$ cat config.mk
export PLATFORM = sky130hd
export DESIGN_NAME = hash_control_unit_flat
export DESIGN_NICKNAME = d
export VERILOG_FILES = /design/src/rtl/hash_control_unit_pkg.sv /design/src/rtl/hash_control_unit_if.sv /design/src/rtl/hash_control_unit_round_counter.sv /design/src/rtl/hash_control_unit.sv /design/src/flat_wrapper.sv
export SDC_FILE = /design/constraint.sdc
export NUM_CORES = 1
export LEC_CHECK = 0
export ABC_AREA = 1
export CAP_MARGIN = 5
export CORE_MARGIN = 5
export CORE_UTILIZATION = 45
export DETAILED_ROUTE_END_ITERATION = 12
export GPL_ROUTABILITY_DRIVEN = 1
export GPL_TIMING_DRIVEN = 0
export PLACE_DENSITY = 0.8
export SKIP_LAST_GASP = 1
export SLEW_MARGIN = 20
export SYNTH_ARGS = -nofsm -noshare
export SYNTH_HDL_FRONTEND = slang
export SYNTH_SLANG_ARGS = --single-unit
$ cat constraint.sdc
create_clock -name clock -period 2.3 [get_ports clock]
set_clock_uncertainty 0.15 [all_clocks]
set_input_delay 0.345 -clock clock [delete_from_list [all_inputs] [get_ports clock]]
set_output_delay 0.345 -clock clock [all_outputs]
set_load 0.02 [all_outputs]
$ cat src/rtl/hash_control_unit_pkg.sv
// Shared types and constants for the byte-serial hash control unit.
package hash_control_unit_pkg;

  localparam int unsigned N_ROUNDS_DEF = 8;
  localparam logic [31:0] H_INIT       = 32'h32FE1AF3;

  typedef enum logic [2:0] {
    IDLE,
    INIT,
    CHECK,
    WAIT_BYTE,
    MSG_ROUND,
    LEN_ROUND,
    DONE,
    ERROR
  } ctrl_state_t;

endpackage

$ cat src/rtl/hash_control_unit_if.sv
// Message byte stream from the source: valid/last forward, ready back.
interface hash_control_unit_if;
  logic msg_valid;
  logic msg_last;
  logic msg_ready;

  modport master (output msg_valid, output msg_last, input msg_ready);
  modport slave  (input msg_valid, input msg_last, output msg_ready);
endinterface

$ cat src/rtl/hash_control_unit_round_counter.sv
// Round index counter shared by the message and length-absorb phases.
module hash_control_unit_round_counter #(
  parameter int unsigned N_ROUNDS = 8,
  parameter int unsigned RI_W     = $clog2(N_ROUNDS)
) (
  input  logic            clock,
  input  logic            rst,
  input  logic            clr,
  input  logic            en,
  output logic [RI_W-1:0] count,
  output logic            tc
);

  always_ff @(posedge clock or posedge rst) begin
    if (rst)
      count <= '0;
    else if (clr)
      count <= '0;
    else if (en)
      count <= count + 1'b1;
  end

  // N_ROUNDS is a power of two, so the increment past tc wraps to 0 by itself.
  assign tc = (count == RI_W'(N_ROUNDS - 1));

endmodule

$ cat src/rtl/hash_control_unit.sv
// Control FSM for the byte-serial hash datapath: message rounds per byte,
// then length-absorb rounds, then digest-ready.
module hash_control_unit
  import hash_control_unit_pkg::*;
#(
  parameter int unsigned N_ROUNDS = N_ROUNDS_DEF,
  parameter int unsigned RI_W     = $clog2(N_ROUNDS)
) (
  input  logic                clock,
  input  logic                rst,
  input  logic                start,
  hash_control_unit_if.slave  msg,
  input  logic                case_R_c_zero,
  output logic                op_start,
  output logic                validate_input,
  output logic                switch_operation,
  output logic                validate_R_h,
  output logic [RI_W-1:0]     R_i,
  output logic                busy,
  output logic                hash_ready,
  output logic                hash_error
);

  ctrl_state_t state, state_n;
  logic        last_q;
  logic        ready;
  logic        cnt_clr, cnt_en, tc;
  logic        err_set;

  hash_control_unit_round_counter #(
    .N_ROUNDS (N_ROUNDS),
    .RI_W     (RI_W)
  ) u_round_counter (
    .clock (clock),
    .rst   (rst),
    .clr   (cnt_clr),
    .en    (cnt_en),
    .count (R_i),
    .tc    (tc)
  );

  always_ff @(posedge clock or posedge rst) begin
    if (rst) begin
      state            <= IDLE;
      last_q           <= 1'b0;
      hash_error       <= 1'b0;
      switch_operation <= 1'b0;
    end else begin
      state            <= state_n;
      // Registered alongside the state so the phase select never glitches.
      switch_operation <= (state_n == LEN_ROUND);
      if (err_set)
        hash_error <= 1'b1;
      if (state == INIT)
        last_q <= 1'b0;
      else if (state == WAIT_BYTE && msg.msg_valid)
        last_q <= msg.msg_last;
    end
  end

  always_comb begin
    state_n        = state;
    op_start       = 1'b0;
    validate_input = 1'b0;
    validate_R_h   = 1'b0;
    ready          = 1'b0;
    cnt_clr        = 1'b0;
    cnt_en         = 1'b0;
    err_set        = 1'b0;
    busy           = 1'b0;
    hash_ready     = 1'b0;
    case (state)
      IDLE: begin
        if (start)
          state_n = INIT;
      end
      INIT: begin
        op_start = 1'b1;
        busy     = 1'b1;
        cnt_clr  = 1'b1;
        state_n  = CHECK;
      end
      CHECK: begin
        busy = 1'b1;
        if (case_R_c_zero) begin
          state_n = WAIT_BYTE;
        end else begin
          err_set = 1'b1;
          state_n = ERROR;
        end
      end
      WAIT_BYTE: begin
        busy  = 1'b1;
        ready = 1'b1;
        if (msg.msg_valid) begin
          validate_input = 1'b1;
          cnt_clr        = 1'b1;
          state_n        = MSG_ROUND;
        end
      end
      MSG_ROUND: begin
        busy         = 1'b1;
        validate_R_h = 1'b1;
        cnt_en       = 1'b1;
        if (tc)
          state_n = last_q ? LEN_ROUND : WAIT_BYTE;
      end
      LEN_ROUND: begin
        busy         = 1'b1;
        validate_R_h = 1'b1;
        cnt_en       = 1'b1;
        if (tc)
          state_n = DONE;
      end
      DONE: begin
        hash_ready = 1'b1;
        if (start)
          state_n = INIT;
      end
      ERROR: begin
        state_n = ERROR;
      end
      default: begin
        state_n = IDLE;
      end
    endcase
  end

  assign msg.msg_ready = ready;

endmodule

$ cat src/flat_wrapper.sv
// flat-port wrapper written by rule: the top's interface ports become plain ports
module hash_control_unit_flat import hash_control_unit_pkg::*;
#(
  parameter int unsigned N_ROUNDS = N_ROUNDS_DEF,
  parameter int unsigned RI_W     = $clog2(N_ROUNDS)
)
  (clock, rst, start, case_R_c_zero, op_start, validate_input, switch_operation, validate_R_h, R_i, busy, hash_ready, hash_error, msg_msg_valid, msg_msg_last, msg_msg_ready);
  hash_control_unit_if msg_i ();
  input  logic clock;
  input  logic rst;
  input  logic start;
  input  logic case_R_c_zero;
  output logic op_start;
  output logic validate_input;
  output logic switch_operation;
  output logic validate_R_h;
  output logic [RI_W-1:0] R_i;
  output logic busy;
  output logic hash_ready;
  output logic hash_error;
  input wire logic [$bits(msg_i.msg_valid)-1:0] msg_msg_valid;
  input wire logic [$bits(msg_i.msg_last)-1:0] msg_msg_last;
  output wire logic [$bits(msg_i.msg_ready)-1:0] msg_msg_ready;
  assign msg_i.msg_valid = msg_msg_valid;
  assign msg_i.msg_last = msg_msg_last;
  assign msg_msg_ready = msg_i.msg_ready;
  hash_control_unit #(.N_ROUNDS(N_ROUNDS), .RI_W(RI_W)) u_core (.clock(clock), .rst(rst), .start(start), .msg(msg_i), .case_R_c_zero(case_R_c_zero), .op_start(op_start), .validate_input(validate_input), .switch_operation(switch_operation), .validate_R_h(validate_R_h), .R_i(R_i), .busy(busy), .hash_ready(hash_ready), .hash_error(hash_error));
endmodule
## After elaboration in Yosys (flattened, before gate mapping)

Cells that the tools add are included.

| operators by class | value |
|---|---|
| add/sub/neg operators | 1 |
| equality and inequality tests | 9 |
| multiplexer cells | 21 |
| reduce and logical (&&, ||, !) cells | 7 |

Operators by type and width:

| operator | count |
|---|---|
| $mux 3 | 8 |
| $pmux 3 s7 | 1 |
| $eq 3x3->1 const B | 6 |
| $mux 1 | 11 |
| $eq 3x2->1 const B | 2 |
| $reduce_or 5->1 | 1 |
| $reduce_bool 2->1 | 2 |
| $reduce_or 2->1 | 2 |
| $add 3x1->3 const B | 1 |
| $eq 3x1->1 const B | 1 |
| $logic_not 3->1 | 1 |
| $pmux 1 s2 | 1 |
| $logic_and 1x1->1 | 1 |

| storage, ports and cells | value |
|---|---|
| register bits | 9 |
| bits of input ports | 6 |
| output and inout port bits | 11 |
| logic and storage cells | 43 |

## Longest topological paths before layout

Gate-level depths: netlist (run 1).

| depth | value |
|---|---|
| depth in word-level cells | 5 |
| gate-level depth with buffers | 9 |
| mapped depth without buffers | 9 |

## Modules after synthesis

From an unflattened synthesis (run 1), not the netlist that was laid out.

| second synthesis, totals | value |
|---|---|
| cell total of the unflattened synthesis | 80 |
| area total of the unflattened synthesis | 578.1 sq um |

Modules (own cells, without submodules):

| module | instances | cells an instance | area an instance (sq um) | sequential area each (sq um) |
|---|---|---|---|---|
| hash_control_unit | 1 | 62 | 422.9 | 150.1 |
| hash_control_unit_round_counter | 1 | 18 | 155.1 | 75.1 |

## Worst setup path after synthesis (run 1)

Ideal clock, no wire load.

| timing | value |
|---|---|
| kind | register to register |
| from | reg u_core.u_round_counter.count[0] |
| to | reg u_core.switch_operation |
| setup time | 0.069 ns |
| arrival | 1.349 ns |
| data required time | 2.081 ns |
| setup slack | 0.733 ns |
| cell stages (with the launch flop) | 8 |
| buffers on the path | 0 |
| period minus slack after synthesis | 1.567 ns |
| path through | dfrtp_1 > ha_1 > ha_1 > o21ai_0 > nor2_1 > nor2_1 > nand2_1 > nor2_2 |

| between the ends | value |
|---|---|
| cells in the longest elaborated chain, start to end | 4 |

RTL lines:

| element | RTL line | source |
|---|---|---|
| start: declaration | hash_control_unit_round_counter.sv:10 | `output logic [RI_W-1:0] count,` |
| start signal: assignment | hash_control_unit_round_counter.sv:20 | `count <= count + 1'b1;` |
| $eq 3x3->1 * | hash_control_unit_round_counter.sv:24 | `assign tc = (count == RI_W'(N_ROUNDS - 1));` |
| $mux 3, on equally long branches | hash_control_unit.sv:112, hash_control_unit.sv:105 |  |
| $pmux 3 s7 * | hash_control_unit.sv:72 | `case (state)` |
| $eq 3x3->1 * | hash_control_unit.sv:51 | `switch_operation <= (state_n == LEN_ROUND);` |
| end signal: assignment | hash_control_unit.sv:51 |  |
| end: declaration | hash_control_unit.sv:16 | `output logic switch_operation,` |

Mark *: on every way between the ends. The rest lies on a longest branch, timed or not.
A chain may end at the register's enable or synchronous reset.

## Final worst setup path (run 1)

| timing | value |
|---|---|
| from | reg u_core.state[1] |
| to | out validate_R_h |

| between the ends | value |
|---|---|
| cells in the longest elaborated chain, start to end | 3 |

RTL lines:

| element | RTL line | source |
|---|---|---|
| start: declaration | hash_control_unit.sv:24 | `ctrl_state_t state, state_n;` |
| start signal: assignment | hash_control_unit.sv:49 | `state <= state_n;` |
| $eq 3x3->1 | hash_control_unit.sv:72 |  |
| $reduce_or 2->1 (no line) * | -- |  |
| $mux 1 * | hash_control_unit.sv:72 |  |
| end: declaration | flat_wrapper.sv:16 | `output logic validate_R_h;` |

Marked as above.

==> flow_summary.toml, run 1 <==
[die]
die_w_um = 46.69
io_pins = 17
coreArea_um2 = 1285
initial_core_util_pct = 47.13
die_area_um2 = 2179
rows = 13
die-height_um = 46.69

[pwr]
power_density_nw_per_um2 = 1393
leakage_nw = 0.4487
vdd_drop_max_mv = 0.7564

[synthesis]
synth_nets = 92
synth_top_area_share_pct = 37.19
synth_common_cells = "nand2_1, inv_1, dfrtp_1"
synth_simple_gate_area_share_pct = 39.05
synthesis.area_um2 = 605.6
synth-edff-count = 0
synth_top_area_cell = "dfrtp_1"
yosys_warnings = 0
synthMuxAreaShare_pct = 0
ys.flop_type = "dfrtp_1"
avgSynthCellArea_um2 = 7.296
yosysMostFrequentCell = "nand2_1"
synth_top_family_by_area = "simple AND/OR/NAND/NOR gates"
synth_xor_area_share_pct = 1.446
synth-compound-area-share_pct = 3.099
synth_area_leaders = "dfrtp_1, nand2_1, inv_1"
ys_ff_latch = 9
yosys.area_share.adder_pct = 6.198
synth-seq-area-share_pct = 37.19
yosys.cell_types.count = 18
synthArstFlopShare_pct = 100.0
syn_inst = 83

[sta]
hold_ws_ns = 0.1989
max_freq_mhz = 461.3
finalCriticalPeriod_ns = 2.168
worst_pin_slew_ns = 0.3440
grt_setup_unrepaired = "no"
slew_viol_final = 0
timing.final.crit_share_pct = 94.24
relSlewSlack_pct = 77.04
setup_tns_ns = 0
setup_viol = 0
hold_viol_final = 0

[critical_path]
r2r-end = "u_core.switch_operation"
reg2reg_setup_slack_ns = 0.74
setup.worst_path.start = "u_core.state[1]"
r2r_cells = 7
critical-path-top-delay-family = "buffers and inverters"
end_kind = "output pin"
critical_path_class = "reg -> out"
critPathMaxStageDelay_ns = 0.62
cp.depth = 5
crit_buf_inv = 4
arrival_ns = 1.67
slowest_stage = "clkdlybuf4s50_1"
critPathLaunchType = "register"
required_ns = 1.80
path_max_fanout = 10
reg2reg_from = "u_core.u_round_counter.count[0]"
crit_path_cell_trace = "buf_6 > inv_2 > nand2_2 > inv_1 > clkdlybuf4s50_1"

[clocking]
root_buffer = "clkbuf_4"
clk_pin_slew_worst_paths_ns = 0.06
cts_tree = "done"
clockBufferDepth = 2
cts_sinks = 9
clock_latency_ns = 0.25
cts_hold_buffers = 0
cts_buffers = 3
post-cts-setup-buffers = 0
htreeDepth = 1

[run]
cap_viol_max_count = 0

[routing]
drt-initial-drc-count = 12
drt-wirelength-per-cell_um = 10.61
routed_wl_um = 1252
drt-vias-per-instance = 4.610
ant_nets = 0
vias = 544
first_pass_iters = 3
top_layer = "met4"
wl_met2_um = 580
wl_met3_um = 64
drc_errors = 0
wl_met1_um = 594

[worst_hold_path]
hold_class = "in -> async"

[final_layout]
nets = 113
fillers = 123
final_layout_size_suffix_gt1_share_pct = 18.45
n_antenna_cell = 0
syn2layout_area_growth_pct = 34.09

[outcome]
status = "complete, no violations"

[grt]
grt_first_pass_wirelength_um = 2049
grt-ovfl-total = 0
first_global_vias = 499
track_usage_pct = 13.34
grt_max_degree = 11
antenna_found_initial = 0

[placement]
io_buffer_count = 16
gp_congestion = 0.8036
hpwlAfterDp_um = 959.4
[through the flow]
step / total power [mW] / std cells / setup slack, ns / util [%] / cell area [um2]
floorplan: 0.7791 / 83 / 0.7328 / - / 605.6
global placement: 0.9980 / 114 / 0.1715 / 61.05 / 784.5
detailed placement: 1.012 / 114 / 0.1701 / 61.05 / 784.5
CTS: 1.138 / 118 / 0.07655 / 63.10 / 810.8
global route: 1.228 / 118 / 0.04447 / 63.19 / 812.0
finish: 1.131 / 118 / 0.1324 / 63.19 / 812.0
[flip-flops by register name, indices dropped and copies added, names as in the netlist]
| name | flops |
|---|---|
| u_core.state | 3 |
| u_core.u_round_counter.count | 3 |
| u_core.switch_operation | 1 |
| u_core.last_q | 1 |
| u_core.hash_error | 1 |
[final cells by class]
class                           instances  area, um2  area share (%)
Buffer                                  2      22.52           2.773
Multi-Input combinational cell         57      301.5           37.13
Inverter                               15      56.30           6.934
Clock buffer                            4      26.28           3.236
Sequential cell                         9      226.5           27.89
Tap cell                               15      18.77           2.311
Timing Repair Buffer                   16      160.2           19.72
[power breakdown]
group          total (mW)  switching (mW)  internal, mW
sequential          0.278          0.0551         0.223
clock               0.117          0.0505        0.0666
combinational       0.735           0.430         0.305
[per-layer routing]
| layer | vias to the layer above | GRT usage (%) |
|---|---|---|
| li1 | 289 | - |
| met2 | 11 | 20.33 |
| met1 | 242 | 17.97 |
| met5 | - | 0 |
| met3 | 2 | 3.516 |
| met4 | 0 | 4.972 |
[placed cells by master (no fill, tap or decap), types with 4 or more instances in the layout]
cell type / count
nor2_2: 4
clkdlybuf4s50_1: 16
dfrtp_1: 8
nand3_1: 7
nor2_1: 8
nand2_1: 24
inv_1: 12
[logic make-up after synthesis]
logic type,after synthesis
fa+ha+maj,3
compound gates,3
flops,9
buf+inv,17
simple gates,50
xor+xnor,1
[what timing repair did]
| item | in CTS | in global routing |
|---|---|---|
| hold endpoints to repair | 0 | 0 |
| resized for setup | 0 | 1 |
| setup endpoints to repair | 0 | 1 |
[worst reg2reg max path, stage by stage, from the launching register on]
cell and delay, ns:
dfrtp_1 0.40, ha_1 0.22, ha_1 0.22, o21ai_0 0.17, nor2_1 0.06, nor2_1 0.13
nand2_1 0.08, nor2_2 0.07
[how the worst max path moves through the flow]
stage	endpoint	slack [ns]
floorplan	u_core.switch_operation	0.73
CTS	validate_input	0.08
finish	validate_R_h	0.13
detailed placement	validate_input	0.17
global placement	validate_input	0.17
global route	validate_R_h	0.04
Power figures use the tool's default switching activity.
==> run 2, diff against run 1 <==
- MAX_ROUTING_LAYER: default -> met4
- clock period: 2.3 -> 2 ns (I/O delays scaled with it)
==> run 2 against run 1 <==
  * Total power up 12%
  * Sequential power up 15%
  * Worst setup slack better by 0.022 ns
  * Routed wire length up 0.16%
  * Via count unchanged
  * Sequential share of layout area up 0.13 points
  * Combinational power up 10%
  * Register-to-register slack worse by 0.30 ns
  * Sequential cell count unchanged
  * Non-clock buffer count unchanged
  * Largest cell class unchanged
==> flow_summary.toml, run 2 (synthesis results as in run 1) <==
[pwr]
p_sw_share_pct = 48.56
power_density_nw_per_um2 = 1564
leakage_nw = 0.4812
combPwrFrac_pct = 64.0
clkPwrFrac_pct = 10.6
p_int_mw = 0.6503
p_total_mw = 1.264
netSwitchingPower_mw = 0.6140
vdd_drop_max_mv = 0.8533
pwr-share-seq_pct = 25.3

[routing]
first_pass_iters = 3
drt-vias-per-instance = 4.610
drt-wirelength-per-cell_um = 10.63
vias = 544
drc_errors = 0
routed_wl_um = 1254
drt-initial-drc-count = 12
ant_nets = 0

[critical_path]
arrival_ns = 1.40
critPathLaunchType = "register"
crit_path_cell_trace = "buf_6 > inv_2 > nand2_2 > inv_1 > dlygate4sd2_1"
required_ns = 1.55
critPathMaxStageDelay_ns = 0.37
end_kind = "output pin"
slowest_stage = "dfrtp_1"
critical-path-top-delay-family = "buffers and inverters"
path_max_fanout = 10
crit_buf_inv = 4
critical_path_class = "reg -> out"

[clocking]
cts_tree = "done"
cts_hold_buffers = 0
clk_pin_slew_worst_paths_ns = 0.06
htreeDepth = 1
cts_buffers = 3
clock_latency_ns = 0.25
root_buffer = "clkbuf_4"
clockBufferDepth = 2
cts_sinks = 9

[die]
io_pins = 17
initial_core_util_pct = 47.13
coreArea_um2 = 1285
die_area_um2 = 2179
die_w_um = 46.69
die-height_um = 46.69
rows = 13

[grt]
use_met1_pct = 17.97
grt-ovfl-total = 0
top_usage_layer = "met2"
grt_max_degree = 11
grtUsageMet2_pct = 21.15
track_usage_pct = 13.97
first_global_vias = 501
grtUsageMet3_pct = 3.516
antenna_found_initial = 0
grt_first_pass_wirelength_um = 2083

[worst_hold_path]
hold_class = "in -> async"

[sta]
finalCriticalPeriod_ns = 1.846
max_freq_mhz = 541.8
setup_viol = 0
timing.final.crit_share_pct = 92.29
worst_pin_slew_ns = 0.3439
hold_ws_ns = 0.1538
grt_setup_unrepaired = "no"
slew_viol_final = 0
setup_tns_ns = 0
hold_viol_final = 0
relSlewSlack_pct = 77.05

[final_layout]
post-route-util_pct = 62.90
fillers = 122
layout_common_cells = "nand2_1, inv_1, clkdlybuf4s50_1"
final_common_cell = "nand2_1"
stdcell_count = 118
final_layout_size_suffix_gt1_share_pct = 18.45
sequential_cell_area_um2 = 226.5
n_antenna_cell = 0
nets = 113
reg_top3 = "u_core.state: 3 flops, u_core.u_round_counter.count: 3 flops"
multi_input_area_um2 = 301.5
syn2layout_area_growth_pct = 33.47

[outcome]
status = "complete, no violations"

[placement]
io_buffer_count = 16
gp_congestion = 0.8152
dpl.cell_count = 114
hpwlAfterDp_um = 959.4

[run]
cap_viol_max_count = 0
run 2: metal layers:
metal | routed length (um) | up-vias | part of all wire, %
met1 | 594 | 242 | 47
met4 | 12 | 0 | 0.96
met3 | 66 | 2 | 5.3
li1 | - | 289 | -
met2 | 580 | 11 | 46
met5 | 0 | - | 0
run 2: worst reg2reg max path, delay by kind of cell, from the launching register on:
family	cells	cell delay [ns]
compound gates	1	0.17
flops	1	0.40
simple gates	4	0.34
fa+ha+maj	2	0.44
run 2: power groups by stage:
stage	logic, mW	clock network (mW)	registers, mW
global placement	0.830	0	0.318
global route	0.892	0.153	0.331
floorplan	0.553	0	0.343
detailed placement	0.843	0	0.321
CTS	0.815	0.142	0.320
finish	0.810	0.135	0.320
run 2: worst paths after layout:
| kind | from | depth (start not counted) | slack (ns) | end |
|---|---|---|---|---|
| max | u_core.state[1] | 5 | 0.15 | validate_R_h |
| min | rst | 2 | 0.15 | u_core.u_round_counter.count[2] |
| max reg2reg | u_core.u_round_counter.count[0] | 7 | 0.44 | u_core.switch_operation |
| min reg2reg | u_core.hash_error | 2 | 0.34 | u_core.hash_error |
| max in group asynchronous | rst | 2 | 1.27 | u_core.state[0] |
| min in group clock | u_core.hash_error | 2 | 0.34 | u_core.hash_error |
run 2: layout make-up:
cell class	instances	share of cell area, %
multi-input combinational	57	37.31
inverter	15	6.966
clock buffer	4	3.251
tap	15	2.322
buffer	2	2.786
sequential	9	28.02
timing repair buffer	16	19.35
run 2: per-stage QoR:
stage	instance area, um2	setup slack (ns)
after floorplan	605.6	0.4328
final	808.3	0.1541
after global placement	784.5	-0.03853
after global routing	808.3	0.06810
after detailed placement	784.5	-0.03988
after CTS	805.8	0.002869
run 2: what timing repair did:
| action | in CTS | in global routing |
|---|---|---|
| setup endpoints to repair | 6 | 1 |
| resized for setup | 6 | 1 |
| setup buffers | 0 | 0 |
==> run 3, diff against run 2 <==
- REMOVE_ABC_BUFFERS: default -> 1
==> run 3 against run 2 <==
  * Maximum frequency decreased by 2.0%
  * Sequential power increased by 19%
  * Hold slack worse by 0.0036 ns
  * Die area unchanged
  * Total power fell by 3.7%
  * Clock power about the same
  * Non-clock buffer count is 2 lower
==> flow_summary.toml, run 3 (synthesis results as in run 1) <==
[final_layout]
syn2layout_area_growth_pct = 29.55
final_common_cell = "nand2_1"
reg_top3 = "u_core.state: 3 flops, u_core.u_round_counter.count: 3 flops"
final_layout_size_suffix_gt1_share_pct = 18.81
post-route-util_pct = 61.05
layout_common_cells = "nand2_1, inv_1, clkdlybuf4s50_1"
n_antenna_cell = 0
nets = 111
stdcell_count = 116

[sta]
fin_ws_ns = 0.1163
hold_viol_final = 0
timing.final.crit_share_pct = 94.19
relSlewSlack_pct = 78.11
worst_pin_slew_ns = 0.3281
finalCriticalPeriod_ns = 1.884
max_freq_mhz = 530.9
setup_tns_ns = 0
slew_viol_final = 0
grt_setup_unrepaired = "no"
setup_viol = 0

[die]
io_pins = 17
initial_core_util_pct = 47.13
rows = 13
die_w_um = 46.69
die-height_um = 46.69
die_area_um2 = 2179
coreArea_um2 = 1285

[critical_path]
critPathMaxStageDelay_ns = 0.47
slowest_stage = "dfrtp_2"
path_max_fanout = 10
critical_path_class = "reg -> out"
critPathLaunchType = "register"
arrival_ns = 1.43
crit_buf_inv = 2
r2r_cells = 7
critical-path-top-delay-family = "flip-flops"
reg2reg_setup_slack_ns = 0.41
end_kind = "output pin"
crit_path_cell_trace = "nand2_2 > nor2_4 > nand2_4 > inv_1 > dlygate4sd2_1"
reg2reg_from = "u_core.u_round_counter.count[0]"
required_ns = 1.55
r2r-end = "u_core.switch_operation"

[pwr]
p_int_mw = 0.6105
netSwitchingPower_mw = 0.6064
p_sw_share_pct = 49.83
pwr-share-seq_pct = 31.3
combPwrFrac_pct = 57.8
power_density_nw_per_um2 = 1551
vdd_drop_max_mv = 0.9071
leakage_nw = 0.4547
p_total_mw = 1.217
clkPwrFrac_pct = 11.0

[grt]
grtUsageMet2_pct = 22.53
antenna_found_initial = 0
track_usage_pct = 13.82
grt_max_degree = 11
grt_first_pass_wirelength_um = 2152
use_met1_pct = 17.77
grt-ovfl-total = 0
top_usage_layer = "met2"
grtUsageMet3_pct = 1.172
first_global_vias = 519

[placement]
io_buffer_count = 16
gp_congestion = 0.8052
hpwlAfterDp_um = 987
post-place-ws_ns = -0.04905
dpl.cell_count = 112

[routing]
drt-wirelength-per-cell_um = 10.93
routed_wl_um = 1268
first_pass_iters = 4
drc_errors = 0
drt-initial-drc-count = 23
ant_nets = 0
vias = 562
drt-vias-per-instance = 4.845

[clocking]
cts_sinks = 9
clock_latency_ns = 0.25
clk_pin_slew_worst_paths_ns = 0.06
cts_hold_buffers = 0
root_buffer = "clkbuf_4"
cts_buffers = 3
htreeDepth = 1
clockBufferDepth = 2
cts_tree = "done"

[run]
cap_viol_max_count = 0

[outcome]
status = "complete, no violations"

[worst_hold_path]
hold_class = "in -> async"
-- run 3: cell count changes in the layout (fill, tap and decap cells not counted), sizes merged --
cell	delta
buf	-2
dlygate4sd2	+1
dlymetal6s2s	-1
-- run 3: layout make-up --
cell class                      instances  area (um2)
Sequential cell                         9       229.0
Clock buffer                            4       26.28
Timing Repair Buffer                   16       152.6
Tap cell                               15       18.77
Inverter                               15       56.30
Fill cell                             125       500.5
Multi-Input combinational cell         57       301.5
-- run 3: worst max-delay path by stage --
| stage | start | endpoint | cells after the start |
|---|---|---|---|
| 6_report | u_core.state[1] | validate_input | 5 |
| 5_1_grt | u_core.state[1] | validate_input | 5 |
| 4_1_cts | u_core.state[1] | validate_input | 5 |
| 3_5_place_dp | msg_msg_valid | validate_input | 4 |
| 3_3_place_gp | msg_msg_valid | validate_input | 4 |
| 2_1_floorplan | u_core.u_round_counter.count[0] | u_core.switch_operation | 7 |
-- run 3: metal layers --
metal / routed length [um] / part of all wire [%]
met1: 583 / 46
met2: 587 / 46
met3: 83 / 6.5
met4: 14 / 1.1
met5: 0 / 0
-- run 3: repair_timing --
item | 4_1_cts | 5_1_grt
endpoints found under the setup margin | 6 | 0
setup buffers | 0 | 0
resized for setup | 9 | 0
-- run 3: through the flow --
step           instance area (um2)  hold slack (ns)
5_1_grt                      784.5           0.1723
6_report                     784.5           0.1502
2_1_floorplan                583.1         -0.02208
3_3_place_gp                 762.0           0.3004
4_1_cts                      784.5           0.1622
3_5_place_dp                 762.0           0.3000
-- run 3: power groups by stage --
stage | logic, mW | registers, mW | clock network, mW
floorplan | 0.464 | 0.386 | 0
global placement | 0.728 | 0.372 | 0
detailed placement | 0.747 | 0.375 | 0
CTS | 0.712 | 0.380 | 0.138
global route | 0.786 | 0.396 | 0.151
finish | 0.703 | 0.380 | 0.133
